**src/rtl/freq_sweep_ctrl.sv**
```systemverilog
// Sweep sequencer for the phase-accumulator frequency generator: steps a tuning
// word from start to stop with a programmable dwell, with loop, pause and abort.
module freq_sweep_ctrl #(
  parameter int WIDTH   = 8,
  parameter int DWELL_W = 16,
  parameter int CNT_W   = 8
) (
  input  logic               i_clk,
  input  logic               i_rst,
  input  logic               i_cfg_valid,
  output logic               o_cfg_ready,
  input  logic [WIDTH-1:0]   i_cfg_start,
  input  logic [WIDTH-1:0]   i_cfg_stop,
  input  logic [WIDTH-1:0]   i_cfg_step,
  input  logic [DWELL_W-1:0] i_cfg_dwell,
  input  logic               i_cfg_loop,
  input  logic               i_pause,
  input  logic               i_abort,
  output logic [WIDTH-1:0]   o_gen_data,
  output logic               o_gen_enable,
  output logic               o_busy,
  output logic               o_done,
  output logic [CNT_W-1:0]   o_sweep_cnt
);

  typedef enum logic [1:0] {
    S_IDLE   = 2'd0,
    S_DWELL  = 2'd1,
    S_PAUSED = 2'd2,
    S_DONE   = 2'd3
  } state_t;

  state_t             r_state;
  logic [WIDTH-1:0]   r_start;
  logic [WIDTH-1:0]   r_stop;
  logic [WIDTH-1:0]   r_step;
  logic [DWELL_W-1:0] r_dwell;
  logic               r_loop;
  logic [DWELL_W-1:0] r_dcnt;
  logic               r_pend;
  logic [WIDTH-1:0]   r_gen_data;
  logic               r_gen_enable;
  logic               r_busy;
  logic               r_done;
  logic [CNT_W-1:0]   r_sweep_cnt;

  state_t             w_state_nxt;
  logic [WIDTH-1:0]   w_start_nxt;
  logic [WIDTH-1:0]   w_stop_nxt;
  logic [WIDTH-1:0]   w_step_nxt;
  logic [DWELL_W-1:0] w_dwell_nxt;
  logic               w_loop_nxt;
  logic [DWELL_W-1:0] w_dcnt_nxt;
  logic               w_pend_nxt;
  logic [WIDTH-1:0]   w_gen_data_nxt;
  logic               w_gen_enable_nxt;
  logic               w_busy_nxt;
  logic               w_done_nxt;
  logic [CNT_W-1:0]   w_sweep_cnt_nxt;
  logic               w_do_step;

  logic               w_accept;
  logic [DWELL_W-1:0] w_dwell_m1;
  logic [WIDTH:0]     w_sum;
  logic               w_last;

  assign o_cfg_ready = ((r_state == S_IDLE) || (r_state == S_DONE)) && !i_abort && !i_rst;
  assign w_accept    = i_cfg_valid && o_cfg_ready;
  assign w_dwell_m1  = (i_cfg_dwell == {DWELL_W{1'b0}}) ? {DWELL_W{1'b0}}
                                                        : (i_cfg_dwell - DWELL_W'(1));
  // Sum kept one bit wider so an overflowing step is caught by the compare.
  assign w_sum  = {1'b0, r_gen_data} + {1'b0, r_step};
  assign w_last = (r_step == {WIDTH{1'b0}}) || (r_start > r_stop) || (w_sum > {1'b0, r_stop});

  assign o_gen_data   = r_gen_data;
  assign o_gen_enable = r_gen_enable;
  assign o_busy       = r_busy;
  assign o_done       = r_done;
  assign o_sweep_cnt  = r_sweep_cnt;

  // Next-state and next-output computation for the sweep FSM.
  always_comb begin
    w_state_nxt      = r_state;
    w_start_nxt      = r_start;
    w_stop_nxt       = r_stop;
    w_step_nxt       = r_step;
    w_dwell_nxt      = r_dwell;
    w_loop_nxt       = r_loop;
    w_dcnt_nxt       = r_dcnt;
    w_pend_nxt       = r_pend;
    w_gen_data_nxt   = r_gen_data;
    w_gen_enable_nxt = r_gen_enable;
    w_busy_nxt       = r_busy;
    w_done_nxt       = 1'b0;
    w_sweep_cnt_nxt  = r_sweep_cnt;
    w_do_step        = 1'b0;

    case (r_state)
      S_IDLE, S_DONE: begin
        if (w_accept) begin
          w_start_nxt      = i_cfg_start;
          w_stop_nxt       = i_cfg_stop;
          w_step_nxt       = i_cfg_step;
          w_dwell_nxt      = w_dwell_m1;
          w_loop_nxt       = i_cfg_loop;
          w_dcnt_nxt       = w_dwell_m1;
          w_pend_nxt       = 1'b0;
          w_gen_data_nxt   = i_cfg_start;
          w_gen_enable_nxt = 1'b1;
          w_busy_nxt       = 1'b1;
          w_sweep_cnt_nxt  = {CNT_W{1'b0}};
          w_state_nxt      = S_DWELL;
        end else begin
          w_state_nxt = r_state;
        end
      end
      S_DWELL: begin
        if (i_abort) begin
          w_state_nxt      = S_IDLE;
          w_gen_enable_nxt = 1'b0;
          w_busy_nxt       = 1'b0;
        end else if (i_pause) begin
          // The pause-entry cycle was still enabled, so it consumes dwell;
          // at expiry the step is remembered and applied on resume.
          w_state_nxt      = S_PAUSED;
          w_gen_enable_nxt = 1'b0;
          if (r_dcnt != {DWELL_W{1'b0}}) begin
            w_dcnt_nxt = r_dcnt - DWELL_W'(1);
          end else begin
            w_pend_nxt = 1'b1;
          end
        end else if (r_dcnt != {DWELL_W{1'b0}}) begin
          w_dcnt_nxt = r_dcnt - DWELL_W'(1);
        end else begin
          w_do_step = 1'b1;
        end
      end
      S_PAUSED: begin
        if (i_abort) begin
          w_state_nxt      = S_IDLE;
          w_gen_enable_nxt = 1'b0;
          w_busy_nxt       = 1'b0;
          w_pend_nxt       = 1'b0;
        end else if (i_pause) begin
          w_state_nxt = S_PAUSED;
        end else begin
          w_state_nxt      = S_DWELL;
          w_gen_enable_nxt = 1'b1;
          if (r_pend) begin
            w_pend_nxt = 1'b0;
            w_do_step  = 1'b1;
          end else begin
            w_pend_nxt = 1'b0;
          end
        end
      end
      default: begin
        w_state_nxt      = S_IDLE;
        w_gen_enable_nxt = 1'b0;
        w_busy_nxt       = 1'b0;
      end
    endcase

    if (w_do_step) begin
      if (!w_last) begin
        w_gen_data_nxt = w_sum[WIDTH-1:0];
        w_dcnt_nxt     = r_dwell;
      end else begin
        w_sweep_cnt_nxt = r_sweep_cnt + CNT_W'(1);
        if (r_loop) begin
          w_gen_data_nxt = r_start;
          w_dcnt_nxt     = r_dwell;
        end else begin
          w_state_nxt      = S_DONE;
          w_gen_enable_nxt = 1'b0;
          w_busy_nxt       = 1'b0;
          w_done_nxt       = 1'b1;
        end
      end
    end else begin
      w_pend_nxt = w_pend_nxt;
    end
  end

  // State and output registers with synchronous reset.
  always_ff @(posedge i_clk) begin
    if (i_rst) begin
      r_state      <= S_IDLE;
      r_start      <= {WIDTH{1'b0}};
      r_stop       <= {WIDTH{1'b0}};
      r_step       <= {WIDTH{1'b0}};
      r_dwell      <= {DWELL_W{1'b0}};
      r_loop       <= 1'b0;
      r_dcnt       <= {DWELL_W{1'b0}};
      r_pend       <= 1'b0;
      r_gen_data   <= {WIDTH{1'b0}};
      r_gen_enable <= 1'b0;
      r_busy       <= 1'b0;
      r_done       <= 1'b0;
      r_sweep_cnt  <= {CNT_W{1'b0}};
    end else begin
      r_state      <= w_state_nxt;
      r_start      <= w_start_nxt;
      r_stop       <= w_stop_nxt;
      r_step       <= w_step_nxt;
      r_dwell      <= w_dwell_nxt;
      r_loop       <= w_loop_nxt;
      r_dcnt       <= w_dcnt_nxt;
      r_pend       <= w_pend_nxt;
      r_gen_data   <= w_gen_data_nxt;
      r_gen_enable <= w_gen_enable_nxt;
      r_busy       <= w_busy_nxt;
      r_done       <= w_done_nxt;
      r_sweep_cnt  <= w_sweep_cnt_nxt;
    end
  end

endmodule

```
**config.mk**
```make
export PLATFORM = sky130hd
export DESIGN_NAME = freq_sweep_ctrl
export DESIGN_NICKNAME = d
export VERILOG_FILES = /design/src/rtl/freq_sweep_ctrl.sv
export SDC_FILE = /design/constraint.sdc
export NUM_CORES = 1
export LEC_CHECK = 0
export CORE_MARGIN = 1.5
export CORE_UTILIZATION = 42
export DETAILED_ROUTE_END_ITERATION = 16
export PLACE_DENSITY = 0.63
export RECOVER_POWER = 50
export SLEW_MARGIN = 20
export SYNTH_ARGS = -nofsm -noshare
export SYNTH_HDL_FRONTEND = slang
export SYNTH_SLANG_ARGS = --single-unit
export TNS_END_PERCENT = 50
```
**constraint.sdc**
```tcl
create_clock -name i_clk -period 5.17 [get_ports i_clk]
set_clock_uncertainty 0.2 [all_clocks]
set_input_delay 0.517 -clock i_clk [delete_from_list [all_inputs] [get_ports i_clk]]
set_output_delay 0.517 -clock i_clk [all_outputs]
set_load 0.01 [all_outputs]
```
**Word-level counts from Yosys, hierarchy flattened**

Cells that the tools add are included.

- Equal/unequal tests: 8
- Bitwise gates (word level): 2
- Add/sub/neg operators: 4
- Order comparisons: 2
- Mux-type cells: 56
- Reductions and logical operators: 17

Operator list:

| operator | count |
|---|---|
| $mux 16 | 7 |
| $mux 8 | 9 |
| $pmux 16 s2 | 1 |
| $sub 16x1->16 const B | 2 |
| $mux 1 | 26 |
| $logic_not 16->1 | 1 |
| $mux 2 | 8 |
| $reduce_bool 16->1 | 1 |
| $add 8x8->9 | 1 |
| $gt 9x8->1 | 1 |
| $add 8x1->8 const B | 1 |
| $gt 8x8->1 | 1 |
| $logic_not 8->1 | 1 |
| $ne 2x2->1 const B | 4 |
| $pmux 1 s3 | 2 |
| $pmux 2 s3 | 1 |
| $reduce_and 5->1 | 1 |
| $eq 2x2->1 const B | 2 |
| $pmux 1 s2 | 2 |
| $reduce_or 2->1 | 2 |
| $logic_and 1x1->1 | 3 |
| $logic_or 1x1->1 | 3 |
| $ne 3x3->1 const B | 1 |
| $reduce_or 3->1 | 1 |
| 5 further kinds | 7 |

- Logic and storage cells: 102
- Output and inout bits: 20
- Bits in registers: 79
- Input port bits: 46

**Logic depth before layout (Yosys ltp)**

Gate-level depths: netlist of the first run.

- Depth after elaboration: 10
- Depth in mapped cells: 16

**Least setup slack after synthesis of the first run**

No wires, ideal clock.

- Kind: flip-flop to flip-flop
- From: register r_gen_data[0], in the netlist o_gen_data[0]
- To: register r_dcnt[11]
- Buffers on the path: 2
- Setup time: 0.095 ns
- Data arrival time: 3.556 ns
- Cell stages (with the launch flop): 17
- Slack: 1.319 ns
- Path through: dfxtp_1 ha_1 fa_1 a211oi_1 o21bai_1 a21oi_1 xnor2_1 ha_1 a21o_1 a21oi_1 o21ai_0 o21ai_0 a31o_2 clkbuf_1 nand2_1 clkbuf_1 a221oi_1

- Word-level cells in the longest chain between the ends: 5

Ends and longest elaborated chain:

| element | RTL line | source |
|---|---|---|
| from (decl) | 41 | `logic [WIDTH-1:0] r_gen_data;` |
| from (signal assigned) | 196 | `r_gen_data <= {WIDTH{1'b0}};` |
| from (signal assigned) | 210 | `r_gen_data <= w_gen_data_nxt;` |
| $add 8x8->9 | 72 | `assign w_sum = {1'b0, r_gen_data} + {1'b0, r_step};` |
| $gt 9x8->1 | 73 | `assign w_last = (r_step == {WIDTH{1'b0}}) \|\| (r_start > r_stop) \|\| (w_sum > {1'b0, r_stop});` |
| $logic_or 1x1->1 | 73 |  |
| $mux 16 | 165 | `if (!w_last) begin` |
| $mux 16 | 164 | `if (w_do_step) begin` |
| to (signal assigned) | 194 | `r_dcnt <= {DWELL_W{1'b0}};` |
| to (signal assigned) | 208 | `r_dcnt <= w_dcnt_nxt;` |
| to (decl) | 39 | `logic [DWELL_W-1:0] r_dcnt;` |

Every way passes these cells.
A chain may end at the register's enable or synchronous reset.

**Final worst setup path of the first run**

- From: register r_gen_data[0], in the netlist o_gen_data[0]
- To: register r_dcnt[6]

Same word-level chain as after synthesis.

==> metrics.txt, run 1 <==
status finished, violations left; failing checks capacitance limit, slew limit; die height about 110 µm; Final nets approximately 760; Max Buffers Root-to-Sink 2; first-pass GRT wire length 23400 µm; worst skew pair latency 0.34 ns; clock slew seen by the registers of the worst setup and hold paths approximately 0.060 ns; post-synth top area cell dfxtp_1; Via density ~5.9; number of CTS-inserted buffers 9; HPWL after detailed placement 10100 µm; vias in the first global route between 4k and 5k; Synth cell types 61; top cell type's share of synthesized area 0.320; reg2reg end r_dcnt[6]$_SDFF_PP0_; Tmin final roughly 4.4 ns; Worst setup SP type register; Core Rows 39; placed cell count roughly 800; Final Cycle Share 0.852; Synth Instances ~640; Pleak around 0.0023 µW; maximum VDD drop roughly 140 µV; CTS tree built; ys flop type dfxtp_1; Slew @ Worst Pin about 1.8 ns; most common cell in the netlist nand2_1; setup TNS 0 ns; Post-synth ARST share 0; sw power approximately 500 µW; die area approximately 0.012 mm²; clk root buf clkbuf_16; Post-synth EDFFs 0; Resized cells post-CTS 0; Hold Path Stages 2; clk sink count around 80; crit end category register; DRC Markers 0; io pins 66; All-Layer GR Usage 0.230; Setup Buffers After CTS 0; critical path arrival around 4.4 ns; area growth from synthesis to final layout 20.4%; wire length per cell approximately 17 µm; commonest cells in the netlist nand2_1 (103), dfxtp_1 (79), nor2_1 (66); RSZ-0062 raised after global routing false; initial detailed-routing violation count 340; #FFs+latches synth 79; vias roughly 4.9k; I/O Buffers 65; final WL 14000 µm; Fin. Hold Viols 0; non-filler cells, final roughly 830; critical-path maximum fanout 17; global route overflow 0; final RePlAce weighted congestion approximately 0.85; Hold Crit Endpoint r_start[0]$_SDFFE_PP0P_; Mapped Avg Cell Area ~7.7 µm²; Hold Startpoint r_start[0]$_SDFFE_PP0P_; post-synth net total ~720; H-tree depth 3; Clock power frac 0.395; Worst Hold Class register to register; Switching Fraction 0.294; P_int approximately 1200 µW; ANT nets after route 0; initial antenna violation count 0; fmax 0.227 GHz; r2r setup slk approximately 0.77 ns; # diodes 0; largest net degree at the start of global routing between 80 and 90; Comb power frac 0.210; area of the multi-input gates about 0.0031 mm²; Initial Util 0.431; DP Worst Slack about 0.83 ns; P per Cell Area approximately 280 mW/mm²; Seq pwr share 0.395; Detailed Routing Iterations Pass 1 5; Setup Crit Path Kind register to register; reg2reg start o_gen_data[0]$_SDFF_PP0_; Core Area roughly 0.011 mm²; layout cells sized above 1 0.0479; post-synthesis sequential area ratio 0.320; setup ws final 0.768 ns; Reg2Reg Depth 14; max-cap violation count 1; WP data required about 5.2 ns; cts hold-fix bufs 0; total number of yosys warnings 0; Fillers between 1k and 1.5k; main area contributors after synthesis dfxtp_1 (32%), nand2_1 (7.8%), ha_1 (7.6%), a21oi_1 (6.2%), nor2_1 (5.0%); Power, Total 1660 µW; Max Slew Vio Count just over 40; FF/Latch Area between 0.0015 and 0.002 mm²; final setup fails 0; Syn Std Cell Area about 0.005 mm²; Slew Limit Headroom -0.228; Die Width roughly 110 µm
worst max path at each step:
| stage | startpoint | end | slack [ns] |
|---|---|---|---|
| 4_1_cts | o_gen_data[0]$_SDFF_PP0_ | r_dcnt[8]$_SDFF_PP0_ | 0.80 |
| 5_1_grt | r_step[0]$_SDFFE_PP0P_ | r_dcnt[6]$_SDFF_PP0_ | 0.41 |
| 6_report | o_gen_data[0]$_SDFF_PP0_ | r_dcnt[6]$_SDFF_PP0_ | 0.77 |
| 3_3_place_gp | o_gen_data[0]$_SDFF_PP0_ | r_dcnt[11]$_SDFF_PP0_ | 1.03 |
| 2_1_floorplan | o_gen_data[0]$_SDFF_PP0_ | r_dcnt[11]$_SDFF_PP0_ | 1.32 |
| 3_5_place_dp | o_gen_data[0]$_SDFF_PP0_ | r_dcnt[8]$_SDFF_PP0_ | 0.83 |
metrics by stage:
step / hold WS, ns / area [µm²] / utilization
6_report: 0.255 / 5960 / 0.519
5_1_grt: 0.280 / 5960 / 0.519
4_1_cts: 0.256 / 5970 / 0.520
3_5_place_dp: 0.248 / 5660 / 0.494
3_3_place_gp: 0.245 / 5660 / 0.494
2_1_floorplan: 0.232 / 4950 / -
critical path: stages, from the launching register on:
cell and delay, ns:
dfxtp_1 0.32, ha_1 0.24, fa_1 0.44, a211oi_1 0.25, o21bai_1 0.11, a21oi_1 0.21
xnor2_1 0.18, ha_1 0.30, a21o_1 0.17, a21oi_1 0.18, o21ai_0 0.10, o21ai_0 0.34
a31o_2 0.46, nand2_1 0.40, a221oi_1 0.38
power groups by stage:
stage	sequential [µW]	clock, µW	combinational [µW]
2_1_floorplan	660	0	238
3_3_place_gp	667	0	339
3_5_place_dp	668	0	346
4_1_cts	655	663	348
5_1_grt	658	690	388
6_report	655	654	348
cells in the final DEF (no fill, tap or decap), types with 8 or more instances in the layout:
master and count:
nand2_1 103, dfxtp_1 79, nor2_1 66, a21oi_1 61, clkdlybuf4s50_1 43, ha_1 30, inv_1 21, dlygate4sd3_1 21
a221oi_1 20, o21ai_0 19, nor3_1 18, nand3_1 11, nor4_1 11, xnor2_1 11, or3_1 10, nand2b_1 9
nor3b_1 9, xor2_1 9, clkbuf_16 9, o211ai_1 8
layout make-up:
class | count | area share
multi-input combinational | 502 | 0.525
sequential | 79 | 0.266
timing repair buffer | 71 | 0.115
clock buffer | 11 | 0.0424
tap | 143 | 0.0300
inverter | 21 | 0.0132
clock inverter | 5 | 0.00945
flip-flops by register name, indices dropped and copies added (netlist names):
register,flops
o_gen_enable,1
r_state,2
r_step,8
o_gen_data,8
o_busy,1
r_pend,1
o_sweep_cnt,8
r_dwell,16
r_stop,8
r_loop,1
o_done,1
r_start,8
r_dcnt,16
cells by family after synthesis:
logic type                 after synthesis  synth area share
xor gates and xnor gates                20            0.0354
muxes                                    9            0.0195
buffers and inverters                   63            0.0498
adders and majority gates               31            0.0799
DFF                                     79             0.320
AOI/OAI and AO/OA                      174             0.240
and+or+nand+nor                        268             0.256
per-layer routing:
layer	track usage	wire length (µm)	vias to the layer above
met3	0.0441	786	17
met4	0.0734	184	0
met5	0	0	-
met1	0.315	6720	2301
li1	-	-	2429
met2	0.367	6350	158
No activity file was read; power rests on OpenSTA's default activity.
==> run 2, diff against run 1 <==
--- a/config.mk
+++ b/config.mk
@@ -7,6 +7,7 @@
 export LEC_CHECK = 0
 export CORE_MARGIN = 1.5
 export CORE_UTILIZATION = 42
+export CTS_CLUSTER_DIAMETER = 40
 export DETAILED_ROUTE_END_ITERATION = 16
 export PLACE_DENSITY = 0.63
 export RECOVER_POWER = 50
==> constraint.sdc (replaced) <==
create_clock -name i_clk -period 5.17 [get_ports i_clk]
set_clock_uncertainty 0.2 [all_clocks]
set_input_delay 1.034 -clock i_clk [delete_from_list [all_inputs] [get_ports i_clk]]
set_output_delay 1.034 -clock i_clk [all_outputs]
set_load 0.01 [all_outputs]
==> metrics.txt, run 2 (same netlist as run 1, synthesis figures left out) <==
io pins 66; initial antenna violation count 0; Worst setup endpoint r_dcnt[0]$_SDFF_PP0_; Switching Fraction 0.307; Resized cells post-CTS 0; reg2reg start o_gen_data[0]$_SDFF_PP0_; biggest regs r_dcnt x16, r_dwell x16; area growth from synthesis to final layout 19.6%; cts hold-fix bufs 0; All-Layer GR Usage 0.234; Setup Buffers After CTS 0; Detailed Routing Iterations Pass 1 5; DRC Markers 0; number of CTS-inserted buffers 9; crit end category register; Core Area about 0.011 mm²; fmax 0.218 GHz; Slew Limit Headroom -0.226; die area around 0.012 mm²; status finished, violations left; vias just under 5k; global route overflow 0; CTS tree built; reg2reg end r_dcnt[3]$_SDFF_PP0_; Worst Hold Class register to register; worst skew pair latency 0.34 ns; Pleak approximately 0.0023 µW; Die Width ~110 µm; I/O Buffers 65; first-pass GRT wire length roughly 24000 µm; RSZ-0062 raised after global routing false; sw power between 400 and 500 µW; setup TNS 0 ns; final RePlAce weighted congestion a little under 0.9; Core Rows 39; vias in the first global route roughly 4.7k; Setup Crit Path Kind primary input to register; r2r setup slk around 0.76 ns; post-layout util 0.516; Final Cycle Share 0.886; Seq pwr share 0.409; Via density roughly 6; critical-path maximum fanout 9; Fin. Hold Viols 0; Max Slew Vio Count 39; die height ~110 µm; placed cell count slightly above 800; clk sink count 79; maximum VDD drop between 100 and 150 µV; largest net degree at the start of global routing between 80 and 90; P per Cell Area approximately 270 mW/mm²; Reg2Reg Depth 14; clock slew seen by the registers of the worst setup and hold paths 0.06 ns; layout cells sized above 1 0.0450; WP data required 5.14 ns; non-filler cells, final 832; failing checks capacitance limit, slew limit; clk root buf clkbuf_16; Worst setup SP type primary input; Max Buffers Root-to-Sink 2; final setup fails 0; initial detailed-routing violation count ~370; critical path arrival about 4.6 ns; # diodes 0; Initial Util 0.431; Clock power frac 0.373; Tmin final around 4.6 ns; final instance area 0.00592 mm²; final WL roughly 14000 µm; ANT nets after route 0; most common cell after layout, fill and taps aside nand2_1; Comb power frac 0.218; HPWL after detailed placement slightly above 10000 µm; H-tree depth 3; P_int 1110 µW; most frequent cells in the layout nand2_1 (103), dfxtp_1 (79), nor2_1 (66); placed cell area approximately 0.0057 mm²; Final nets between 700 and 800; Critical path origin i_cfg_dwell[2]; max-cap violation count 1; wire length per cell 17.0 µm; Slew @ Worst Pin 1.84 ns
-- run 2: metrics by stage --
step | setup WS (ns) | power [µW] | hold WS [ns]
floorplan | 1.32 | 898 | 0.232
global placement | 0.914 | 1010 | 0.243
detailed placement | 0.815 | 1010 | 0.247
CTS | 0.783 | 1610 | 0.255
global route | 0.291 | 1690 | 0.271
finish | 0.591 | 1600 | 0.254
-- run 2: cell type report --
class                   count  area (µm²)
clock buffers              11         243
clock inverters             5        33.8
fillers                  1104        5550
inverters                  21        78.8
multi-input cells         502        3110
flip-flops and latches     79        1580
well taps                 143         179
repair buffers             71         687
-- run 2: worst min-delay path by stage --
stage | start | to | slack, ns | depth (start not counted)
after floorplan | r_dwell[2]$_SDFFE_PP0P_ | r_dwell[2]$_SDFFE_PP0P_ | 0.23 | 2
after global placement | r_dwell[2]$_SDFFE_PP0P_ | r_dwell[2]$_SDFFE_PP0P_ | 0.24 | 2
after detailed placement | r_stop[5]$_SDFFE_PP0P_ | r_stop[5]$_SDFFE_PP0P_ | 0.25 | 2
after CTS | r_stop[5]$_SDFFE_PP0P_ | r_stop[5]$_SDFFE_PP0P_ | 0.26 | 2
after global routing | r_stop[5]$_SDFFE_PP0P_ | r_stop[5]$_SDFFE_PP0P_ | 0.27 | 2
final | r_stop[5]$_SDFFE_PP0P_ | r_stop[5]$_SDFFE_PP0P_ | 0.25 | 2
-- run 2: critical path, stage by stage --
cell and delay, ns:
dlygate4sd3_1 0.59, or4_1 0.61, nor4_1 0.81, and2_0 0.51
nand2b_1 0.33, inv_1 0.14, a222oi_1 0.38, a221oi_1 0.14
-- run 2: power groups by stage --
stage | clock network, µW | registers [µW] | logic (µW)
after floorplan | 0 | 660 | 238
after global placement | 0 | 667 | 342
after detailed placement | 0 | 668 | 347
after CTS | 606 | 654 | 349
after global routing | 640 | 657 | 390
final | 598 | 654 | 349
-- run 2: metal layers --
| metal | up-vias | part of all wire | GRT usage | wire length [µm] |
|---|---|---|---|---|
| met1 | 2309 | 0.48 | 0.327 | 6850 |
| met2 | 136 | 0.45 | 0.364 | 6350 |
| met3 | 13 | 0.055 | 0.0495 | 771 |
| met5 | - | 0 | 0 | 0 |
| li1 | 2425 | - | - | - |
| met4 | 0 | 0.012 | 0.0667 | 168 |
==> run 3, diff against run 2 <==
--- a/config.mk
+++ b/config.mk
@@ -9,7 +9,7 @@
 export CORE_UTILIZATION = 42
 export CTS_CLUSTER_DIAMETER = 40
 export DETAILED_ROUTE_END_ITERATION = 16
-export PLACE_DENSITY = 0.63
+export PLACE_DENSITY = 0.65
 export RECOVER_POWER = 50
 export SLEW_MARGIN = 20
 export SYNTH_ARGS = -nofsm -noshare
==> constraint.sdc (replaced) <==
create_clock -name i_clk -period 3.7 [get_ports i_clk]
set_clock_uncertainty 0.2 [all_clocks]
set_input_delay 0.74 -clock i_clk [delete_from_list [all_inputs] [get_ports i_clk]]
set_output_delay 0.74 -clock i_clk [all_outputs]
set_load 0.01 [all_outputs]
==> metrics.txt, run 3 (same netlist as run 1, synthesis figures left out) <==
die area 0.0124 mm²; wire length per cell between 15 and 20 µm; Slew @ Worst Pin between 0.7 and 0.8 ns; most frequent cells in the layout nand2_1 (102), dfxtp_1 (77), nor2_1 (66); Fin. Hold Viols 0; io pins 66; Die Width 112 µm; Max Buffers Root-to-Sink 2; Max Slew Vio Count 0; DRC Markers 0; Pleak 0.00254 µW; H-tree depth 3; Worst Hold Class register to register; biggest regs r_dcnt x16, r_dwell x16; post-layout util 0.552; WP data required approximately 3.7 ns; final setup fails 0; initial antenna violation count 0; clk root buf clkbuf_16; setup ws final 0.115 ns; All-Layer GR Usage 0.226; Power, Total approximately 2400 µW; initial detailed-routing violation count between 200 and 300; clock slew seen by the registers of the worst setup and hold paths roughly 0.06 ns; maximum VDD drop roughly 240 µV; hold_ws approximately 0.25 ns; layout cells sized above 1 0.110; largest net degree at the start of global routing slightly above 70; first-pass GRT wire length about 23000 µm; Tmin final 3.58 ns; max-cap violation count 0; Final nets between 700 and 800; Slew Limit Headroom 0.513; Hold Path Stages 2; Worst setup SP type register; die height around 110 µm; number of CTS-inserted buffers 9; vias in the first global route 4694; vias just over 5k; Detailed Routing Iterations Pass 1 5; final WL roughly 14000 µm; DP Worst Slack -0.0581 ns; Initial Util 0.431; global route overflow 0; Setup Crit Path Kind register to register; Core Area between 0.01 and 0.015 mm²; reg2reg start o_gen_data[0]$_SDFF_PP0_; critical path arrival roughly 3.6 ns; Final Cycle Share 0.969; CTS tree built; worst skew pair latency between 0.3 and 0.4 ns; r2r setup slk between 0.1 and 0.15 ns; fmax approximately 0.28 GHz; critical-path maximum fanout 4; Hold Crit Endpoint r_start[0]$_SDFFE_PP0P_; I/O Buffers 65; final RePlAce weighted congestion around 0.96; P per Cell Area between 300 and 400 mW/mm²; most common cell after layout, fill and taps aside nand2_1; Reg2Reg Depth 15; clk sink count between 70 and 80; RSZ-0062 raised after global routing true; Core Rows 39; ANT nets after route 0; placed cell count approximately 840; status finished clean; non-filler cells, final 860; HPWL after detailed placement approximately 10000 µm; reg2reg end o_sweep_cnt[7]$_SDFF_PP0_; crit end category register; area growth from synthesis to final layout 28.0%; # diodes 0; Hold Startpoint r_start[0]$_SDFFE_PP0P_; Via density 5.86
==> run 3: cell type report <==
cell class                 count  area [µm²]
sequential                    79        1580
fill                        1061        5130
tap                          143         179
timing repair buffer          99         947
clock inverter                 4        77.6
inverter                      21        78.8
multi-input combinational    502        3220
clock buffer                  12         246
==> run 3: worst max-delay path by stage <==
stage	start	endpoint	slack, ns	cells after the start
finish	o_gen_data[0]$_SDFF_PP0_	o_sweep_cnt[7]$_SDFF_PP0_	0.12	15
floorplan	o_gen_data[1]$_SDFF_PP0_	o_sweep_cnt[7]$_SDFF_PP0_	-0.03	15
detailed placement	o_gen_data[0]$_SDFF_PP0_	o_sweep_cnt[7]$_SDFF_PP0_	-0.06	14
global placement	o_gen_data[0]$_SDFF_PP0_	o_sweep_cnt[7]$_SDFF_PP0_	0.03	14
CTS	o_gen_data[1]$_SDFF_PP0_	o_sweep_cnt[7]$_SDFF_PP0_	0.01	14
global route	r_step[0]$_SDFFE_PP0P_	r_dcnt[13]$_SDFF_PP0_	-0.04	16
==> run 3: critical path: stages, from the launching register on <==
cell,delay (ns)
dfxtp_2,0.34
ha_4,0.17
buf_4,0.13
a211oi_2,0.20
o21bai_1,0.13
or3_1,0.31
a31oi_1,0.19
xnor2_1,0.17
ha_1,0.30
nand3_2,0.10
nor2_1,0.05
a22oi_1,0.14
o21ai_1,0.12
and3_4,0.21
or4_4,0.41
mux2_4,0.31
==> run 3: report_power, final <==
| group | switching, µW | internal [µW] | total [µW] |
|---|---|---|---|
| sequential | 31.1 | 883 | 914 |
| clock | 360 | 614 | 974 |
| combinational | 313 | 243 | 556 |
| total | 704 | 1740 | 2440 |
==> run 3: repair_timing <==
| action | CTS | global route |
|---|---|---|
| endpoints found under the setup margin | 11 | 29 |
| buffers inserted | 1 | 3 |
| hold buffers | 0 | 0 |
| gates resized for setup | 3 | 18 |
| gates cloned | 0 | 1 |
| pin swaps | 4 | 20 |
==> run 3: metrics by stage <==
stage,area (µm²),setup TNS (ns)
after floorplan,4950,-0.0262
after global placement,5860,0
after detailed placement,5860,-0.0679
after CTS,6200,0
after global routing,6330,-0.193
final,6330,0
==> run 3: layer usage <==
layer / global-route usage / up-vias / wire length (µm)
li1: - / 2479 / -
met1: 0.320 / 2383 / 6920
met2: 0.353 / 164 / 6490
met3: 0.0354 / 11 / 818
met4: 0.0726 / 0 / 143
met5: 0 / - / 0
